**src/rtl/fractal_sync_pkg.sv**
```systemverilog
// Shared types for the fractal_sync dispatch path: mask width, event kind
// and the per-port event record (the barrier id is carried alongside it).
package fractal_sync_pkg;

  localparam int unsigned SD_WIDTH = 2;

  typedef enum logic [1:0] {
    EVT_NONE = 2'd0,
    EVT_RSP  = 2'd1,
    EVT_UP   = 2'd2
  } evt_kind_e;

  typedef struct packed {
    evt_kind_e             kind;
    logic [SD_WIDTH-1:0]   mask;
    logic                  err;
  } evt_t;

endpackage

```
**src/rtl/fractal_sync_evt_fifo.sv**
```systemverilog
// Valid/ready event FIFO with registered storage; a push becomes visible on
// the cycle after it is written (no fall-through).
module fractal_sync_evt_fifo #(
  parameter int unsigned DEPTH = 4,
  parameter int unsigned WIDTH = 8
) (
  input  logic             clk_i,
  input  logic             rst_ni,
  input  logic             push_i,
  input  logic [WIDTH-1:0] data_i,
  output logic             full_o,
  output logic             valid_o,
  input  logic             ready_i,
  output logic [WIDTH-1:0] data_o
);

  localparam int unsigned PW = $clog2(DEPTH);

  logic [WIDTH-1:0] mem_q [DEPTH];
  logic [PW-1:0]    wptr_q, wptr_d, rptr_q, rptr_d;
  logic [PW:0]      cnt_q, cnt_d;
  logic             push_ok, pop;

  assign valid_o = (cnt_q != '0);
  assign full_o  = (cnt_q == (PW+1)'(DEPTH));
  assign push_ok = push_i & ~full_o;
  assign pop     = valid_o & ready_i;
  // Gate the read port so the output bus is zero whenever nothing is queued.
  assign data_o  = valid_o ? mem_q[rptr_q] : '0;

  always_comb begin
    wptr_d = wptr_q;
    rptr_d = rptr_q;
    cnt_d  = cnt_q;
    if (push_ok) wptr_d = wptr_q + PW'(1);
    if (pop)     rptr_d = rptr_q + PW'(1);
    unique case ({push_ok, pop})
      2'b10:   cnt_d = cnt_q + (PW+1)'(1);
      2'b01:   cnt_d = cnt_q - (PW+1)'(1);
      default: cnt_d = cnt_q;
    endcase
  end

  always_ff @(posedge clk_i or negedge rst_ni) begin
    if (!rst_ni) begin
      wptr_q <= '0;
      rptr_q <= '0;
      cnt_q  <= '0;
    end else begin
      wptr_q <= wptr_d;
      rptr_q <= rptr_d;
      cnt_q  <= cnt_d;
    end
  end

  always_ff @(posedge clk_i) begin
    if (push_ok) mem_q[wptr_q] <= data_i;
  end

endmodule

```
**src/rtl/fractal_sync_1d_evt_dispatch.sv**
```systemverilog
// Dispatch stage after the 1D local RF: classifies RF verdicts into response
// or forward events, buffers one per port and round-robins them into two FIFOs.
module fractal_sync_1d_evt_dispatch
  import fractal_sync_pkg::*;
#(
  parameter int unsigned ID_WIDTH       = 3,
  parameter int unsigned N_PORTS        = 2,
  parameter int unsigned RSP_FIFO_DEPTH = 4,
  parameter int unsigned UP_FIFO_DEPTH  = 4
) (
  input  logic                clk_i,
  input  logic                rst_ni,
  input  logic [N_PORTS-1:0]  check_i,
  input  logic [ID_WIDTH-1:0] id_i      [N_PORTS],
  input  logic [SD_WIDTH-1:0] sd_i      [N_PORTS],
  input  logic [N_PORTS-1:0]  present_i,
  input  logic [SD_WIDTH-1:0] rf_sd_i   [N_PORTS],
  input  logic [N_PORTS-1:0]  id_err_i,
  input  logic [N_PORTS-1:0]  bypass_i,
  input  logic [N_PORTS-1:0]  ignore_i,
  output logic [N_PORTS-1:0]  stall_o,
  output logic                rsp_valid_o,
  input  logic                rsp_ready_i,
  output logic [ID_WIDTH-1:0] rsp_id_o,
  output logic [SD_WIDTH-1:0] rsp_dst_o,
  output logic                rsp_err_o,
  output logic                up_valid_o,
  input  logic                up_ready_i,
  output logic [ID_WIDTH-1:0] up_id_o,
  output logic [SD_WIDTH-1:0] up_sd_o
);

  localparam int unsigned PTR_W   = $clog2(N_PORTS);
  localparam int unsigned RSP_W   = ID_WIDTH + SD_WIDTH + 1;
  localparam int unsigned UP_W    = ID_WIDTH + SD_WIDTH;

  evt_t                new_evt  [N_PORTS];
  logic [SD_WIDTH-1:0] comb_sd  [N_PORTS];
  logic [N_PORTS-1:0]  hit;

  evt_t                evt_q    [N_PORTS];
  evt_t                evt_d    [N_PORTS];
  logic [ID_WIDTH-1:0] eid_q    [N_PORTS];
  logic [ID_WIDTH-1:0] eid_d    [N_PORTS];

  logic [N_PORTS-1:0]  rsp_req, up_req;
  logic [PTR_W-1:0]    rsp_ptr_q, rsp_ptr_d, up_ptr_q, up_ptr_d;
  logic [PTR_W:0]      rsp_pick, up_pick;
  logic [PTR_W-1:0]    rsp_idx, up_idx;
  logic                rsp_gnt, up_gnt;
  logic                rsp_full, up_full;
  logic [RSP_W-1:0]    rsp_wdata, rsp_rdata;
  logic [UP_W-1:0]     up_wdata, up_rdata;

  // First requester at or after ptr, scanning cyclically; MSB flags a hit.
  function automatic logic [PTR_W:0] rr_pick(input logic [PTR_W-1:0] ptr,
                                             input logic [N_PORTS-1:0] req);
    logic [PTR_W:0] res;
    int unsigned    idx;
    res = '0;
    for (int unsigned k = N_PORTS; k > 0; k--) begin
      idx = (int'(ptr) + k - 1) % N_PORTS;
      if (req[idx]) res = {1'b1, PTR_W'(idx)};
    end
    return res;
  endfunction

  function automatic logic [PTR_W-1:0] ptr_next(input logic [PTR_W-1:0] idx);
    return (idx == PTR_W'(N_PORTS - 1)) ? '0 : idx + PTR_W'(1);
  endfunction

  // Classification: ignore > id error > present > bypass, else stored in RF.
  always_comb begin
    for (int unsigned i = 0; i < N_PORTS; i++) begin
      new_evt[i] = '{kind: EVT_NONE, mask: '0, err: 1'b0};
      comb_sd[i] = '0;
      hit[i]     = 1'b0;
      if (check_i[i] && !ignore_i[i]) begin
        if (id_err_i[i]) begin
          new_evt[i] = '{kind: EVT_RSP, mask: sd_i[i], err: 1'b1};
        end else if (present_i[i]) begin
          comb_sd[i] = sd_i[i] | rf_sd_i[i];
          hit[i]     = 1'b1;
        end else if (bypass_i[i]) begin
          comb_sd[i] = sd_i[i];
          // Descending scan so the lowest matching partner is the one kept.
          for (int unsigned j = N_PORTS - 1; j > i; j--) begin
            if (check_i[j] && ignore_i[j] &&
                (id_i[j][ID_WIDTH-1:1] == id_i[i][ID_WIDTH-1:1]))
              comb_sd[i] = sd_i[i] | sd_i[j];
          end
          hit[i] = 1'b1;
        end
        if (hit[i])
          new_evt[i] = '{kind: (id_i[i][0] ? EVT_RSP : EVT_UP),
                         mask: comb_sd[i], err: 1'b0};
      end
    end
  end

  always_comb begin
    for (int unsigned i = 0; i < N_PORTS; i++) begin
      rsp_req[i] = (evt_q[i].kind == EVT_RSP);
      up_req[i]  = (evt_q[i].kind == EVT_UP);
      stall_o[i] = (evt_q[i].kind != EVT_NONE);
    end
  end

  assign rsp_pick = rr_pick(rsp_ptr_q, rsp_req);
  assign up_pick  = rr_pick(up_ptr_q, up_req);
  assign rsp_idx  = rsp_pick[PTR_W-1:0];
  assign up_idx   = up_pick[PTR_W-1:0];
  assign rsp_gnt  = rsp_pick[PTR_W] & ~rsp_full;
  assign up_gnt   = up_pick[PTR_W] & ~up_full;

  always_comb begin
    rsp_ptr_d = rsp_ptr_q;
    up_ptr_d  = up_ptr_q;
    if (rsp_gnt) rsp_ptr_d = ptr_next(rsp_idx);
    if (up_gnt)  up_ptr_d  = ptr_next(up_idx);
    rsp_wdata = {eid_q[rsp_idx], evt_q[rsp_idx].mask, evt_q[rsp_idx].err};
    up_wdata  = {eid_q[up_idx], evt_q[up_idx].mask};
  end

  // A granted register empties this edge; reload waits for the next check.
  always_comb begin
    for (int unsigned i = 0; i < N_PORTS; i++) begin
      evt_d[i] = evt_q[i];
      eid_d[i] = eid_q[i];
      if ((rsp_gnt && rsp_idx == PTR_W'(i)) || (up_gnt && up_idx == PTR_W'(i))) begin
        evt_d[i].kind = EVT_NONE;
      end else if (evt_q[i].kind == EVT_NONE && new_evt[i].kind != EVT_NONE) begin
        evt_d[i] = new_evt[i];
        eid_d[i] = id_i[i];
      end
    end
  end

  always_ff @(posedge clk_i or negedge rst_ni) begin
    if (!rst_ni) begin
      rsp_ptr_q <= '0;
      up_ptr_q  <= '0;
      for (int unsigned i = 0; i < N_PORTS; i++) begin
        evt_q[i] <= '{kind: EVT_NONE, mask: '0, err: 1'b0};
        eid_q[i] <= '0;
      end
    end else begin
      rsp_ptr_q <= rsp_ptr_d;
      up_ptr_q  <= up_ptr_d;
      for (int unsigned i = 0; i < N_PORTS; i++) begin
        evt_q[i] <= evt_d[i];
        eid_q[i] <= eid_d[i];
      end
    end
  end

  always_ff @(posedge clk_i) begin
    if (rst_ni) assert (!(|(check_i & stall_o)));
  end

  fractal_sync_evt_fifo #(
    .DEPTH (RSP_FIFO_DEPTH),
    .WIDTH (RSP_W)
  ) i_rsp_fifo (
    .clk_i   (clk_i),
    .rst_ni  (rst_ni),
    .push_i  (rsp_gnt),
    .data_i  (rsp_wdata),
    .full_o  (rsp_full),
    .valid_o (rsp_valid_o),
    .ready_i (rsp_ready_i),
    .data_o  (rsp_rdata)
  );

  fractal_sync_evt_fifo #(
    .DEPTH (UP_FIFO_DEPTH),
    .WIDTH (UP_W)
  ) i_up_fifo (
    .clk_i   (clk_i),
    .rst_ni  (rst_ni),
    .push_i  (up_gnt),
    .data_i  (up_wdata),
    .full_o  (up_full),
    .valid_o (up_valid_o),
    .ready_i (up_ready_i),
    .data_o  (up_rdata)
  );

  assign {rsp_id_o, rsp_dst_o, rsp_err_o} = rsp_rdata;
  assign {up_id_o, up_sd_o}               = up_rdata;

endmodule

```
**config.mk**
```make
export PLATFORM = sky130hd
export DESIGN_NAME = fractal_sync_1d_evt_dispatch
export DESIGN_NICKNAME = d
export VERILOG_FILES = /design/src/rtl/fractal_sync_pkg.sv /design/src/rtl/fractal_sync_evt_fifo.sv /design/src/rtl/fractal_sync_1d_evt_dispatch.sv
export SDC_FILE = /design/constraint.sdc
export NUM_CORES = 1
export LEC_CHECK = 0
export CAP_MARGIN = 20
export CORE_ASPECT_RATIO = 0.5
export CORE_MARGIN = 2
export CORE_UTILIZATION = 35
export CTS_CLUSTER_SIZE = 24
export DETAILED_ROUTE_END_ITERATION = 8
export DONT_BUFFER_PORTS = 1
export SYNTH_ARGS = -nofsm -noshare
export SYNTH_HDL_FRONTEND = slang
export SYNTH_SLANG_ARGS = --single-unit
```
**constraint.sdc**
```tcl
create_clock -name clk_i -period 3.44 [get_ports clk_i]
set_clock_uncertainty 0.1 [all_clocks]
set_input_delay 0.172 -clock clk_i [delete_from_list [all_inputs] [get_ports clk_i]]
set_output_delay 0.172 -clock clk_i [all_outputs]
set_load 0.1 [all_outputs]
```
==> metrics.md, run 1 <==
| Metric | Value |
|---|---|
| Status | finished, final reports clean |
| Number of setup buffers added after CTS | 0 |
| I/O Pins | 43 |
| FF-to-FF path depth | 9 |
| Fraction of synthesized area in multiplexers | 14.4% |
| Initial core utilization | 36.0% |
| F_max | 409 MHz |
| Mapped Cells | 251 |
| Site Rows | 26 |
| Root Driver | clkbuf_16 |
| Critical R2R Launch | i_rsp_fifo.cnt_q[2] |
| Adder-cell area share of the yosys netlist | 4.49% |
| Min Clock Period, post-route | 2.44 ns |
| Ranking of synthesized cells by area | edfxtp_1 (36%), dfrtp_1 (22%), mux4_2 (6.7%) |
| Gpl congestion | 0.818 |
| CP peak stage delay | 0.46 ns |
| Max-slew violation count | 0 |
| DR vias/cell | 4.94 |
| Die Y | 76.5 um |
| Fillers | 909 |
| H-tree levels | 3 |
| Leakage Power | 1.75 nW |
| Clk slew on worst S/H paths | 0.06 ns |
| Largest family of logic cells by synthesized area | multiplexers |
| Syn Area/Cell | 14.6 um^2 |
| Final setup vio count | 0 |
| Worst reg2reg setup slack | 1.0 ns |
| CP startpoint | i_rsp_fifo.cnt_q[2] |
| Top cells by count, synth | edfxtp_1 (44), dfrtp_1 (32), inv_1 (23) |
| Synthesis-to-finish area growth | 21.1% |
| Pin count of the biggest net entering global routing | 33 |
| CTS Sinks | 76 |
| Hold path startpoint | up_ready_i |
| Layout Nets | 328 |
| Worst-margin pin slew | 0.899 ns |
| Crit path capture type | flop |
| Wire per inst | 16.5 um |
| Final Hold Viols | 0 |
| Synth Cell Area | 3670 um^2 |
| DP Wirelength | 5.22 mm |
| Crit. path cell count | 9 |
| Slew headroom | 39.9% |
| Top-area cell type share of the netlist area | 36.0% |
| Hold crit path type | in -> reg |
| Max Cap Viol | 0 |
| Drt total wl | 7.16 mm |
| Via count | 2,139 |
| Die width | 149 um |
| Syn_nets | 291 |
| Total die area | 11,400 um^2 |
| Antenna Diode Count | 0 |
| Cell with the most instances after synthesis | edfxtp_1 |
| CP top delay family | adder cells |
| Buf/Inv on CP | 2 |
| RSZ-0062 raised after global routing | false |
| Setup TNS Final | 0 ns |
| Worst-Skew Late Latency | 0.33 ns |
| Startpoint Class | flop |
| Ys async rst share | 42.1% |
| CP cell instances | or3_1 -> buf_4 -> and2_1 -> ha_1 -> inv_1 -> fa_1 -> xor2_1 -> nor2_1 -> xor2_1 |
| Post-synth EDFFs | 44 |
| Num CTS Buffers | 9 |
| Sequential share of the synthesized area | 57.7% |
| Starting DRT DRC Count | 93 |
| Critical path required time | 3.60 ns |
| Pwr Density | 1040 nW/um^2 |
| Post-route ant nets | 0 |
| Critical Path Most Common Cell | xor2_1 |
| Main synth FF type | edfxtp_1 |
| Worst vdd ir | 0.384 mV |
| Fin crit share | 71.0% |
| CORE AREA | 10,200 um^2 |
| YS warnings | 0 |
| Worst setup path endpoint | i_rsp_fifo.cnt_q[2] |
| Simple-Gate Fraction of Synth Area | 9.67% |
| Post-route DRC violation count | 0 |
| Gr usage total | 13.6% |
| Post-Synth XOR/XNOR Area | 3.34% |
| Flops & latches, synth | 76 |
| Vias in the first global route | 2,295 |
| First-pass GRT wire length | 11.8 mm |
| Setup Crit Path Kind | reg -> reg |
| CP max stage cell | dfrtp_1 |
| CP Max Fanout | 9 |
| Worst R2R End | i_rsp_fifo.cnt_q[2] |
| First drt pass iteration count | 4 |
| Distinct cells, synth | 47 |
| Worst path arrival time | 2.60 ns |
| CTS tree | built |
| Post-synth top area cell | edfxtp_1 |
| Initial antenna violation count | 0 |
| Synth Area in Compound Gates | 7.22% |
| Pwr Total | 4.64 mW |
| Clock Path Buffers | 2 |
| Port Buffers | 0 |
| Gr ovfl total | 0 |
| Share of layout cells above drive strength 1 | 22.9% |
[registers in the layout (all words and copies together), names as in the netlist]
register	flops
eid_q	6
up_ptr_q	1
i_up_fifo.wptr_q	2
i_up_fifo.rptr_q	2
i_up_fifo.mem_q	20
evt_q	10
i_rsp_fifo.mem_q	24
rsp_ptr_q	1
i_rsp_fifo.wptr_q	2
i_rsp_fifo.cnt_q	3
i_rsp_fifo.rptr_q	2
i_up_fifo.cnt_q	3
[power by group]
part	switching [mW]	total, mW	leakage, nW	internal, mW
sequential	0.223	1.52	0.775	1.30
clock	0.364	1.00	0.156	0.638
combinational	1.42	2.12	0.820	0.695
[placed cells by master, fill, tap and decap left out, types with 2 or more instances in the layout]
cell           netlist  final
a2111oi_4            2      2
a21o_1               2      2
a221oi_1             2      2
a222oi_1             2      2
a31oi_2              2      2
and2_1              22     22
buf_4                0     13
bufinv_16            0      2
clkbuf_16            0      9
clkinv_4             0      2
dfrtp_1             32     32
dlygate4sd3_1        0     19
edfxtp_1            44     44
fa_1                 2      2
ha_1                10     10
inv_1               23     23
mux2_2              12     12
mux2_4               3      3
mux2i_1             10     10
mux4_2              11     11
nand2b_1             4      4
nand3_1              2      2
nand4_1              2      2
nor2_1               6      6
nor2b_1              5      5
nor3_1               3      3
o21a_1               3      3
o21ai_0              3      3
o221ai_1             2      2
or2_2                3      3
or3_1                2      2
xnor2_1              8      8
xor2_1               6      6
[worst min path at each step]
stage | to | slack, ns | cells after the start
after CTS | i_up_fifo.rptr_q[0] | 0.003 | 2
final | i_up_fifo.rptr_q[0] | 0.007 | 2
after floorplan | eid_q[0] | -0.22 | 0
after detailed placement | i_up_fifo.rptr_q[1] | -0.22 | 0
after global placement | i_up_fifo.cnt_q[0] | -0.22 | 0
after global routing | i_up_fifo.rptr_q[0] | 0.0006 | 2
[per-stage QoR]
step | area (um^2) | utilization (%) | setup WS (ns) | std cells | hold WS (ns)
6_report | 4450 | 43.6 | 0.997 | 433 | 0.00706
5_1_grt | 4450 | 43.6 | 0.884 | 433 | 0.000624
4_1_cts | 4450 | 43.6 | 0.982 | 433 | 0.00283
3_5_place_dp | 3920 | 38.4 | 1.01 | 397 | -0.222
3_3_place_gp | 3920 | 38.4 | 1.07 | 397 | -0.222
2_1_floorplan | 3670 | - | 0.467 | 251 | -0.224
[routing by layer]
layer  wire length, um  track usage, %  up-vias  share of wire (%)
met1              2940            15.1     1094                 41
met3               197            3.89       16                2.8
li1                  -               -      994                  -
met4               148            4.76        0                2.1
met2              3880            25.0       35                 54
met5                 0               0        -                  0
[cell type report]
cell class                 instances  area (um^2)  area share [%]
tap                              140          175            3.93
timing repair buffer              33          308            6.91
sequential                        76         2120            47.7
clock buffer                       9          225            5.06
inverter                          23         86.3            1.94
multi-input combinational        145         1440            32.3
clock inverter                     7         98.8            2.22
[repair_timing]
| item | 4_1_cts | 5_1_grt |
|---|---|---|
| hold endpoints to repair | 48 | 0 |
| resized for setup | 0 | 0 |
| hold buffers | 20 | 0 |
[cell families after synthesis]
logic type | Yosys count
flip-flops | 76
AND/OR/NAND/NOR | 57
multiplexers | 36
buffers and inverters | 30
AO/OA/AOI/OAI | 26
XOR/XNOR | 14
adder cells (fa/ha/maj) | 12
(Power assumes the default switching activity.)
==> inputs of run 2 (changes only) <==
clock period = 2.4 ns   (was 3.44 ns; I/O delays follow)
==> metrics.md, run 2 (synthesis gave the netlist of run 1 again) <==
| Metric | Value |
|---|---|
| Num CTS Buffers | 9 (unchanged) |
| Setup TNS Final | 0 ns (unchanged) |
| First-pass GRT wire length | 12.3 mm (+4.3%) |
| Via count | 2,184 (+2.1%) |
| Worst reg2reg setup slack | 0.08 ns (-0.91 ns) |
| Root Driver | clkbuf_16 |
| Leakage Power | 1.85 nW (+5.5%) |
| Port Buffers | 0 (unchanged) |
| DP Wirelength | 5.35 mm (+2.4%) |
| Status | finished, final reports clean |
| Sw Pwr | 3.00 mW (+49%) |
| Commonest non-fill, non-tap cell in the layout | edfxtp_1 |
| CORE AREA | 10,200 um^2 (unchanged) |
| Hold path startpoint | ignore_i[1] |
| Pint | 4.19 mW (+59%) |
| FF-to-FF path depth | 4 (-5) |
| Critical path required time | 2.52 ns (-1.08 ns) |
| Register share of total power | 30.2% (-2.6 points) |
| Die Y | 76.5 um (unchanged) |
| Synthesis-to-finish area growth | 28.1% |
| Final setup vio count | 0 (unchanged) |
| Die width | 149 um (unchanged) |
| Pin count of the biggest net entering global routing | 33 (unchanged) |
| H-tree levels | 3 (unchanged) |
| Top reg by flops | i_rsp_fifo.mem_q |
| First drt pass iteration count | 4 (unchanged) |
| Worst path arrival time | 2.44 ns (-0.16 ns) |
| Clock Path Buffers | 2 (unchanged) |
| Site Rows | 26 (unchanged) |
| Pwr Density | 1530 nW/um^2 (+46%) |
| Fin crit share | 96.6% (+26 points) |
| Gpl congestion | 0.825 (+0.83%) |
| Startpoint Class | flop |
| DR vias/cell | 4.91 (-0.65%) |
| Crit path capture type | flop |
| Layout Nets | 340 (+3.7%) |
| Min Clock Period, post-route | 2.32 ns (-0.125 ns) |
| Clk network pwr share | 20.4% (-1.2 points) |
| Gr usage total | 14.4% (+0.79 points) |
| Worst Hold Path EP | evt_q[3] |
| CTS tree | built |
| Number of flip-flops in the largest register | 24 (unchanged) |
| CTS Sinks | 76 (unchanged) |
| Initial core utilization | 36.0% (unchanged) |
| Total die area | 11,400 um^2 (unchanged) |
| Worst vdd ir | 0.498 mV (+30%) |
| I/O Pins | 43 (unchanged) |
| Worst-margin pin slew | 0.518 ns (-0.381 ns) |
| Max-slew violation count | 0 (unchanged) |
| Top Registers | i_rsp_fifo.mem_q: 24 flops, i_up_fifo.mem_q: 20 flops, evt_q: 10 flops |
| Worst-Skew Late Latency | 0.34 ns (about the same) |
| Post-route ant nets | 0 (unchanged) |
| Worst R2R End | evt_q[6] |
| RSZ-0062 raised after global routing | false |
| Gr ovfl total | 0 (unchanged) |
| F_max | 431 MHz (+5.4%) |
| Combinational fraction of design power | 49.3% (+3.7 points) |
| Final Hold Viols | 0 (unchanged) |
| Wire per inst | 16.8 um (+1.8%) |
| Setup Crit Path Kind | reg -> reg |
| CP Max Fanout | 6 (-3) |
| Post-route DRC violation count | 0 (unchanged) |
| Net Sw Frac | 41.7% (-1.6 points) |
| Pwr Total | 7.18 mW (+55%) |
| Starting DRT DRC Count | 85 (-8.6%) |
| Share of layout cells above drive strength 1 | 23.0% (+0.084 points) |
| Hold crit path type | in -> reg |
| Antenna Diode Count | 0 (unchanged) |
| Drt total wl | 7.50 mm (+4.6%) |
| Max Cap Viol | 0 (unchanged) |
| Vias in the first global route | 2,376 (+3.5%) |
| Worst Hold Depth | 3 (+1) |
| Clk slew on worst S/H paths | 0.06 ns (about the same) |
| Slew headroom | 65.3% (+25 points) |
| Initial antenna violation count | 0 (unchanged) |
| Most frequent cells in the layout | edfxtp_1 (44), dfrtp_1 (32), dlygate4sd3_1 (28), inv_1 (23), and2_1 (22) |
| Critical R2R Launch | evt_q[8] |
| Number of setup buffers added after CTS | 0 (unchanged) |
==> run 2: through the flow <==
| step | cells | hold slack [ns] | util, % | area [um^2] | setup WS [ns] |
|---|---|---|---|---|---|
| after floorplan | 251 | -0.276 | - | 3680 | 0.107 |
| after global placement | 400 | -0.274 | 39.9 | 4080 | 0.367 |
| after detailed placement | 400 | -0.275 | 39.9 | 4080 | 0.254 |
| after CTS | 445 | 0.00648 | 46.0 | 4700 | 0.0585 |
| after global routing | 445 | 0.0187 | 46.1 | 4710 | 0.00722 |
| final | 445 | 0.0192 | 46.1 | 4710 | 0.0822 |
==> run 2: what timing repair did <==
item | CTS | global route
resized for setup | 0 | 1
hold buffers | 29 | 0
endpoints found under the hold margin | 52 | 0
setup endpoints to repair | 0 | 3
==> run 2: how the worst max path moves through the flow <==
stage,cells after the start,to,startpoint,slack (ns)
detailed placement,9,i_rsp_fifo.cnt_q[2],evt_q[4],0.25
global placement,9,i_rsp_fifo.cnt_q[2],evt_q[4],0.37
finish,4,evt_q[6],evt_q[8],0.08
CTS,4,evt_q[7],evt_q[8],0.06
floorplan,9,i_rsp_fifo.cnt_q[2],i_rsp_fifo.cnt_q[2],0.11
global route,4,evt_q[6],evt_q[8],0.007
==> run 2: area by class of cell <==
type,instances,area [um^2]
multi-input combinational,145,1440
clock buffer,10,229
clock inverter,6,95.1
tap,140,175
sequential,76,2120
fill,887,5510
timing repair buffer,45,558
inverter,23,86.3
==> run 2: worst max-delay path, cell delays in order, from the launching register on <==
cell and delay, ns:
dfrtp_1 0.44, or4b_4 0.62, a2111oi_4 0.34, a222oi_1 0.13, dlygate4sd3_1 0.57
==> run 2: per-layer routing <==
layer	vias up	GRT usage, %	routed length, um	share of wire, %
li1	1018	-	-	-
met1	1114	15.2	2860	38
met2	37	27.1	4210	56
met3	15	3.89	248	3.3
met4	0	6.19	176	2.3
met5	-	0	0	0
==> run 2: power groups by stage <==
stage | logic [mW] | registers (mW) | clock network, mW
final | 3.54 | 2.17 | 1.47
after global routing | 3.75 | 2.24 | 1.56
after CTS | 3.58 | 2.18 | 1.50
after detailed placement | 3.50 | 2.21 | 0
after global placement | 3.41 | 2.17 | 0
after floorplan | 2.61 | 2.03 | 0
